[src/rtl/ins_fetch_sequencer.sv]
// Fetch-stage sequencer: launches a program at a start PC and drives freeze / pc_choice /
// wait_for_next from the fetch unit's comm word. Optional dependency watchdog: FETCH_SEQ_DEP_TIMEOUT_EN.
module ins_fetch_sequencer #(
    parameter int PC_WIDTH           = 32,
    parameter int DEP_ID_WIDTH       = 16,
    parameter int STALL_CNT_WIDTH    = 32,
    parameter int DEP_TIMEOUT_CYCLES = 1024
) (
    input  logic                       clock,
    input  logic                       reset,
    input  logic                       start_in,
    input  logic [PC_WIDTH-1:0]        start_pc_in,
    input  logic                       resume_in,
    input  logic                       comm_enable_in,
    input  logic [DEP_ID_WIDTH+2:0]    comm_signal_in,
    input  logic                       dep_done_valid_in,
    input  logic [DEP_ID_WIDTH-1:0]    dep_done_id_in,
    output logic [PC_WIDTH-1:0]        pc_init_out,
    output logic                       pc_choice_out,
    output logic                       freeze_out,
    output logic                       wait_for_next_out,
    output logic                       busy_out,
    output logic                       done_out,
    output logic [STALL_CNT_WIDTH-1:0] stall_cycles_out
`ifdef FETCH_SEQ_DEP_TIMEOUT_EN
    ,
    output logic                       timeout_err_out
`endif
);

    localparam int CW = DEP_ID_WIDTH + 3;

    typedef enum logic [2:0] {
        S_IDLE, S_LAUNCH, S_RUN, S_DEP_WAIT, S_STOPPED, S_DONE
    } state_t;

    state_t state_q, state_d;

    logic [1:0]              code;
    logic                    dep_flag;
    logic [DEP_ID_WIDTH-1:0] comm_id;
    logic                    c_start, c_stop, c_end;
    logic                    dep_match, accept_start, timeout_hit;

    logic [PC_WIDTH-1:0]        pc_init_q, pc_init_d;
    logic [DEP_ID_WIDTH-1:0]    dep_id_q, dep_id_d;
    logic [STALL_CNT_WIDTH-1:0] stall_q, stall_d;
    logic freeze_q, freeze_d, choice_q, choice_d, wfn_q, wfn_d;
    logic busy_q, busy_d, done_q, done_d;

    assign code     = comm_signal_in[CW-1:CW-2];
    assign dep_flag = comm_signal_in[DEP_ID_WIDTH];
    assign comm_id  = comm_signal_in[DEP_ID_WIDTH-1:0];

    // Code 01 is reserved and decodes to nothing
    assign c_start = comm_enable_in && (code == 2'b10);
    assign c_stop  = comm_enable_in && (code == 2'b11);
    assign c_end   = comm_enable_in && (code == 2'b00);

    assign dep_match    = dep_done_valid_in && (dep_done_id_in == dep_id_q);
    assign accept_start = start_in && ((state_q == S_IDLE) || (state_q == S_DONE));

`ifdef FETCH_SEQ_DEP_TIMEOUT_EN
    localparam int WD_W = $clog2(DEP_TIMEOUT_CYCLES + 1);

    logic [WD_W-1:0] wd_q, wd_d;
    logic            terr_q, terr_d;

    // Held at zero outside DEP_WAIT, so every entry starts a fresh count
    assign wd_d        = (state_q == S_DEP_WAIT) ? wd_q + 1'b1 : '0;
    assign timeout_hit = (state_q == S_DEP_WAIT) && (wd_q == WD_W'(DEP_TIMEOUT_CYCLES - 1));

    always_comb begin
        terr_d = terr_q;
        if (accept_start)
            terr_d = 1'b0;
        else if (timeout_hit && !c_end && !dep_match)
            terr_d = 1'b1;
    end

    always_ff @(posedge clock or posedge reset) begin
        if (reset) begin
            wd_q   <= '0;
            terr_q <= 1'b0;
        end else begin
            wd_q   <= wd_d;
            terr_q <= terr_d;
        end
    end

    assign timeout_err_out = terr_q;
`else
    assign timeout_hit = 1'b0;
`endif

    always_ff @(posedge clock or posedge reset) begin
        if (reset)
            state_q <= S_IDLE;
        else
            state_q <= state_d;
    end

    always_comb begin
        state_d = state_q;
        case (state_q)
            S_IDLE:     if (start_in) state_d = S_LAUNCH;
            S_LAUNCH:   state_d = S_RUN;
            S_RUN: begin
                if (c_start && dep_flag) state_d = S_DEP_WAIT;
                else if (c_stop)         state_d = S_STOPPED;
                else if (c_end)          state_d = S_DONE;
            end
            S_DEP_WAIT: begin
                if (c_end)            state_d = S_DONE;
                else if (dep_match)   state_d = S_RUN;
                else if (timeout_hit) state_d = S_DONE;
            end
            S_STOPPED: begin
                if (c_end)          state_d = S_DONE;
                else if (resume_in) state_d = S_RUN;
            end
            S_DONE:     if (start_in) state_d = S_LAUNCH;
            default:    state_d = S_IDLE;
        endcase
    end

    // Outputs are decoded from the next state and registered, so they move with the state
    always_comb begin
        freeze_d = 1'b1;
        choice_d = 1'b0;
        wfn_d    = 1'b0;
        busy_d   = 1'b0;
        done_d   = 1'b0;
        case (state_d)
            S_IDLE:     choice_d = 1'b1;
            S_LAUNCH: begin
                choice_d = 1'b1;
                freeze_d = 1'b0;
                busy_d   = 1'b1;
            end
            S_RUN: begin
                freeze_d = 1'b0;
                busy_d   = 1'b1;
            end
            S_DEP_WAIT: begin
                wfn_d  = 1'b1;
                busy_d = 1'b1;
            end
            S_STOPPED:  busy_d = 1'b1;
            S_DONE: begin
                wfn_d  = 1'b1;
                done_d = 1'b1;
            end
            default:    choice_d = 1'b1;
        endcase

        pc_init_d = accept_start ? start_pc_in : pc_init_q;
        dep_id_d  = ((state_q == S_RUN) && (state_d == S_DEP_WAIT)) ? comm_id : dep_id_q;

        stall_d = stall_q;
        if (accept_start)
            stall_d = '0;
        else if ((state_q == S_DEP_WAIT) && (stall_q != '1))
            stall_d = stall_q + 1'b1;
    end

    always_ff @(posedge clock or posedge reset) begin
        if (reset) begin
            pc_init_q <= '0;
            dep_id_q  <= '0;
            stall_q   <= '0;
            freeze_q  <= 1'b1;
            choice_q  <= 1'b1;
            wfn_q     <= 1'b0;
            busy_q    <= 1'b0;
            done_q    <= 1'b0;
        end else begin
            pc_init_q <= pc_init_d;
            dep_id_q  <= dep_id_d;
            stall_q   <= stall_d;
            freeze_q  <= freeze_d;
            choice_q  <= choice_d;
            wfn_q     <= wfn_d;
            busy_q    <= busy_d;
            done_q    <= done_d;
        end
    end

    assign pc_init_out       = pc_init_q;
    assign pc_choice_out     = choice_q;
    assign freeze_out        = freeze_q;
    assign wait_for_next_out = wfn_q;
    assign busy_out          = busy_q;
    assign done_out          = done_q;
    assign stall_cycles_out  = stall_q;

endmodule

[config.mk]
export PLATFORM = sky130hd
export DESIGN_NAME = ins_fetch_sequencer
export DESIGN_NICKNAME = d
export VERILOG_FILES = /design/src/rtl/ins_fetch_sequencer.sv
export SDC_FILE = /design/constraint.sdc
export NUM_CORES = 1
export LEC_CHECK = 0
export CAP_MARGIN = 20
export CORE_MARGIN = 1
export CORE_UTILIZATION = 49
export DETAILED_ROUTE_END_ITERATION = 10
export MAX_ROUTING_LAYER = met4
export PLACE_DENSITY = 0.92
export SYNTH_ARGS = -nofsm -noshare
export SYNTH_HDL_FRONTEND = slang
export SYNTH_SLANG_ARGS = --single-unit
[constraint.sdc]
create_clock -name clock -period 7.96 [get_ports clock]
set_clock_uncertainty 0.05 [all_clocks]
set_input_delay 1.592 -clock clock [delete_from_list [all_inputs] [get_ports clock]]
set_output_delay 1.592 -clock clock [all_outputs]
set_load 0.005 [all_outputs]
* Yosys cells after proc, flatten, opt, wreduce, memory -nomap -nowiden
Cells that the tools add are included.
Cells by class: add/subtract/negate cells 1, equality and inequality tests 14, muxes and demuxes 16, reductions and logical operators 17
Operator list (count):
- 2-to-1 mux 32 bit | 2
- adder 32 x 1 -> 32 bit (second input constant) | 1
- inequality test 32 bit (second input constant) | 1
- 2-to-1 mux 3 bit | 8
- == test 16 bit | 1
- one-hot mux 3 bit (5 select lines) | 1
- == test 3 x 2 -> 1 bit (second input constant) | 4
- == test 3 bit (second input constant) | 4
- logical AND 1 bit | 8
- OR reduction 4 bit | 2
- == test 3 x 1 -> 1 bit (second input constant) | 2
- OR reduction 2 bit | 3
- 2-to-1 mux 1 bit | 5
- == test 2 bit (second input constant) | 2
- logical NOT 3 bit | 1
- logical NOT 2 bit | 1
- nonzero test 2 bit | 1
- logical OR 1 bit | 1
Word-level totals: flip-flop bits (word level) 88, input bits 73, output and inout port bits 69, logic and storage cells 57

* Longest topological paths before layout
word-level depth 9, mapped depth 7, depth with buffers taken out 6

* Worst setup path before layout
No wires, ideal clock.
path type input-to-reg, from input comm_enable_in, to register dep_id_q[0], setup time 0.125 ns, arrival 3.034 ns, required time 7.785 ns, setup slack 4.752 ns, stages 5, path buffers 2, path through nor4bb_1 -> and3_1 -> clkbuf_1 -> buf_1 -> mux2_2
On the way: cells in the longest elaborated chain, start to end 7, elaborated cells between the ends (all ways) 12
RTL lines:
- from (decl) | RTL line 14 | input logic comm_enable_in,
- logical AND 1 bit | RTL line 58 | assign c_end = comm_enable_in && (code == 2'b00);
- 2-to-1 mux 3 bit | RTL line 111 | else if (c_end) state_d = S_DONE;
- 2-to-1 mux 3 bit | RTL line 110 | else if (c_stop) state_d = S_STOPPED;
- 2-to-1 mux 3 bit | RTL line 109 | if (c_start && dep_flag) state_d = S_DEP_WAIT;
- one-hot mux 3 bit (5 select lines) (*) | RTL line 105 | case (state_q)
- == test 3 x 2 -> 1 bit (*) | RTL line 158 | dep_id_d = ((state_q == S_RUN) && (state_d == S_DEP_WAIT)) ? comm_id : dep_id_q;
- logical AND 1 bit (*) | RTL line 158
- to (signal assigned) | RTL line 179 | dep_id_q <= dep_id_d;
- to (decl) | RTL line 46 | logic [DEP_ID_WIDTH-1:0] dep_id_q, dep_id_d;
Mark *: on every way between the ends. The rest lies on a longest branch, timed or not. A chain may end at the register's enable or synchronous reset.

* Worst setup path in the final report
from input comm_enable_in, to register dep_id_q[15]
Same word-level chain as after synthesis.

==> results.sh <==
export IMPL_rows=33
export IMPL_cts_tree="done"
export IMPL_fin_crit_ps=3400
export IMPL_arrival_ps=3580
export IMPL_power_switching_share_pct=30.7
export IMPL_worst_slew_pin_slew_ps=878
export IMPL_detail_route_antenna_nets=0
export IMPL_dieArea_sq_mm=0.00887
export IMPL_postCtsHoldBufs=0
export IMPL_p_seq_share_pct=40.8
export IMPL_grt_pass1_wl_um=17000
export IMPL_pin_count=142
export IMPL_syn_area_per_cell_sq_um=9.73
export IMPL_syn_num_nets=502
export IMPL_r2r_start="stall_cycles_out[0]"
export IMPL_ys_seq_elements=88
export IMPL_num_antenna_cells=0
export IMPL_die_w_um=94.2
export IMPL_seq_area_sq_mm=0.00220
export IMPL_switchingPower_mw=0.500
export IMPL_syn_area_sq_mm=0.00416
export IMPL_status="complete, no violations"
export IMPL_finalHoldViolCount=0
export IMPL_ctsResizeCount=0
export IMPL_start_kind="input port"
export IMPL_first_iter_violations=127
export IMPL_final_net_count=639
export IMPL_setup_viol=0
export IMPL_synth_edf_count=0
export IMPL_min_from="pc_init_out[29]"
export IMPL_clockRootBuffer="clkbuf_8"
export IMPL_finalSetupTns_ps=0
export IMPL_multi_input_area_sq_mm=0.00183
export IMPL_cts_setup_buffers=0
export IMPL_hold_depth=2
export IMPL_grt_overflow_total=0
export IMPL_max_freq_ghz=0.294
export IMPL_gp_congestion=0.812
export IMPL_first_pass_iters=4
export IMPL_rr_worst_depth=7
export IMPL_grt_pass1_vias=3619
export IMPL_rsz0062_at_grt="false"
export IMPL_async_flop_share_pct=100
export IMPL_initial_core_util_pct=50.7
export IMPL_min_path_type="reg -> reg"
export IMPL_avgRoutedWirePerCell_um=15.2
export IMPL_num_vias=3674
export IMPL_synth_flop_cell="dfrtp_1"
export IMPL_power_frac_comb_pct=34.5
export IMPL_dp_hpwl_um=7380
export IMPL_synth_cells=428
export IMPL_fin_total_pwr_mw=1.63
export IMPL_wl_um=10200
export IMPL_p_int_mw=1.13
export IMPL_r2r_slack_ps=5310
export IMPL_peakVddDrop_uv=176
export IMPL_grt_antenna_before_repair=0
export IMPL_drive_gt1_share_pct=8.60
export IMPL_drc_errors=0
export IMPL_path_class="in -> reg"
export IMPL_relSlewSlack_pct=41.5
export IMPL_die_y_um=94.2
export IMPL_drv_cap=0
export IMPL_htree_levels=3
export IMPL_via_per_inst=5.44
export IMPL_yosysWarnings=0
export IMPL_synth_top_area_share_pct=51.7
export IMPL_synth_top_area_cell="dfrtp_1"
export IMPL_core_area_sq_mm=0.00822
export IMPL_num_fill_cells=587
export IMPL_fin_crit_sh_pct=42.7
export IMPL_power_leakage_nw=2.57
export IMPL_maxSlewViolCount=0
export IMPL_cts_path_max_buffers=2
export IMPL_clk_latency_ps=350
export IMPL_ys_seq_area_share_pct=53.0
export IMPL_syn_to_final_growth_pct=43.0
export IMPL_p_clk_share_pct=24.7
export IMPL_clock_sinks=88
export IMPL_portBuffers=141
export IMPL_powerDensity_mw_per_mm2=274
export IMPL_startpoint="comm_enable_in"
export IMPL_placedCellCount=657
export IMPL_critPathRequiredTime_ps=8140
export IMPL_worstSetupEndpointType="flip-flop"
export IMPL_critPathMaxFanout=16
export IMPL_netlist_top_cells_area="dfrtp_1 52%, nand2_1 9.9%, mux2_2 4.3%"
export IMPL_grtUsageTotal_pct=25.2
export IMPL_cts_buffers=9
export IMPL_synth_cell_types=49
export IMPL_path_clk_slew_ps=90
export IMPL_stdcell_count=675
export IMPL_grt_max_degree=89
per-layer routing:
layer	vias to the layer above	GRT usage (%)	routed length, um
li1	1777	-	-
met1	1753	31.7	4300
met3	15	3.56	484
met5	-	-	0
met4	0	8.72	151
met2	129	41.8	5310
critical path: stages:
cell             delay, ps
clkdlybuf4s50_1        520
nor4bb_1               370
and3_1                 670
mux2_2                 410
final cells by class:
| class | instances | area share (%) |
|---|---|---|
| Sequential cell | 88 | 37.0 |
| Multi-Input combinational cell | 309 | 30.8 |
| Timing Repair Buffer | 146 | 24.7 |
| Clock buffer | 11 | 2.38 |
| Tap cell | 105 | 2.21 |
| Clock inverter | 5 | 2.14 |
| Inverter | 11 | 0.715 |
flip-flops by register name, indices dropped and copies added, names as in the netlist:
name and flops:
pc_init_out 32, stall_cycles_out 32, dep_id_q 16, state_q 3
busy_out 1, done_out 1, freeze_out 1, pc_choice_out 1
wait_for_next_out 1
cell usage in the layout, fill, tap and decap left out, types with 3 or more instances in the layout:
| cell | count |
|---|---|
| nand3_1 | 9 |
| clkdlybuf4s50_1 | 141 |
| nand2_1 | 110 |
| mux2i_1 | 4 |
| or3_1 | 16 |
| inv_1 | 10 |
| nor2_1 | 10 |
| xor2_1 | 16 |
| nor4_1 | 4 |
| and3_1 | 4 |
| nor2b_1 | 4 |
| or4_1 | 9 |
| o21ai_0 | 11 |
| a211oi_1 | 3 |
| xnor2_1 | 3 |
| o21ai_1 | 4 |
| mux2_2 | 16 |
| clkbuf_8 | 10 |
| nor3_1 | 7 |
| buf_4 | 3 |
| a21oi_1 | 22 |
| dfrtp_1 | 86 |
| o211ai_1 | 5 |
| o31ai_1 | 13 |
| bufinv_16 | 4 |
| nand4_1 | 12 |
per-stage QoR:
| step | hold WS, ps | cell area [sq um] | utilization (%) | setup WS (ps) |
|---|---|---|---|---|
| detailed placement | 411 | 5640 | 68.7 | 4210 |
| global placement | 408 | 5640 | 68.7 | 4310 |
| CTS | 433 | 5910 | 72.0 | 4580 |
| floorplan | 420 | 4160 | - | 4040 |
| finish | 430 | 5950 | 72.4 | 4560 |
| global route | 459 | 5950 | 72.4 | 4420 |
cell usage after synthesis (5+ instances only):
master    instances
inv_1            11
nand4_1          12
or3_1            16
o21ai_0          11
dfrtp_1          86
xor2_1           16
or4_1             9
nor2_1           10
nor3_1            7
a21oi_1          22
mux2_2           16
o31ai_1          13
o211ai_1          5
nand2_1         110
clkbuf_1         16
nand3_1           9
power groups by stage:
stage / clock, mW / sequential [mW] / combinational [mW]
floorplan: 0 / 0.658 / 0.273
global placement: 0 / 0.668 / 0.544
detailed placement: 0 / 0.673 / 0.562
CTS: 0.409 / 0.665 / 0.565
global route: 0.431 / 0.684 / 0.622
finish: 0.403 / 0.666 / 0.562
path summary, 6_finish.rpt:
kind / end
hold / removal: pc_init_out[29]
hold reg to reg: pc_init_out[29]
min in group asynchronous: pc_init_out[21]
setup reg to reg: stall_cycles_out[3]
setup / recovery: dep_id_q[15]
max in group asynchronous: pc_choice_out
cell families after synthesis:
family | after synthesis | synth area share (%)
AO/OA/AOI/OAI | 66 | 9.74
XOR/XNOR | 19 | 4.00
adder cells (fa/ha/maj) | 1 | 0.301
buffers and inverters | 31 | 3.19
flip-flops | 88 | 53.0
multiplexers | 20 | 5.29
AND/OR/NAND/NOR | 203 | 24.5
Power figures use the tool's default switching activity.
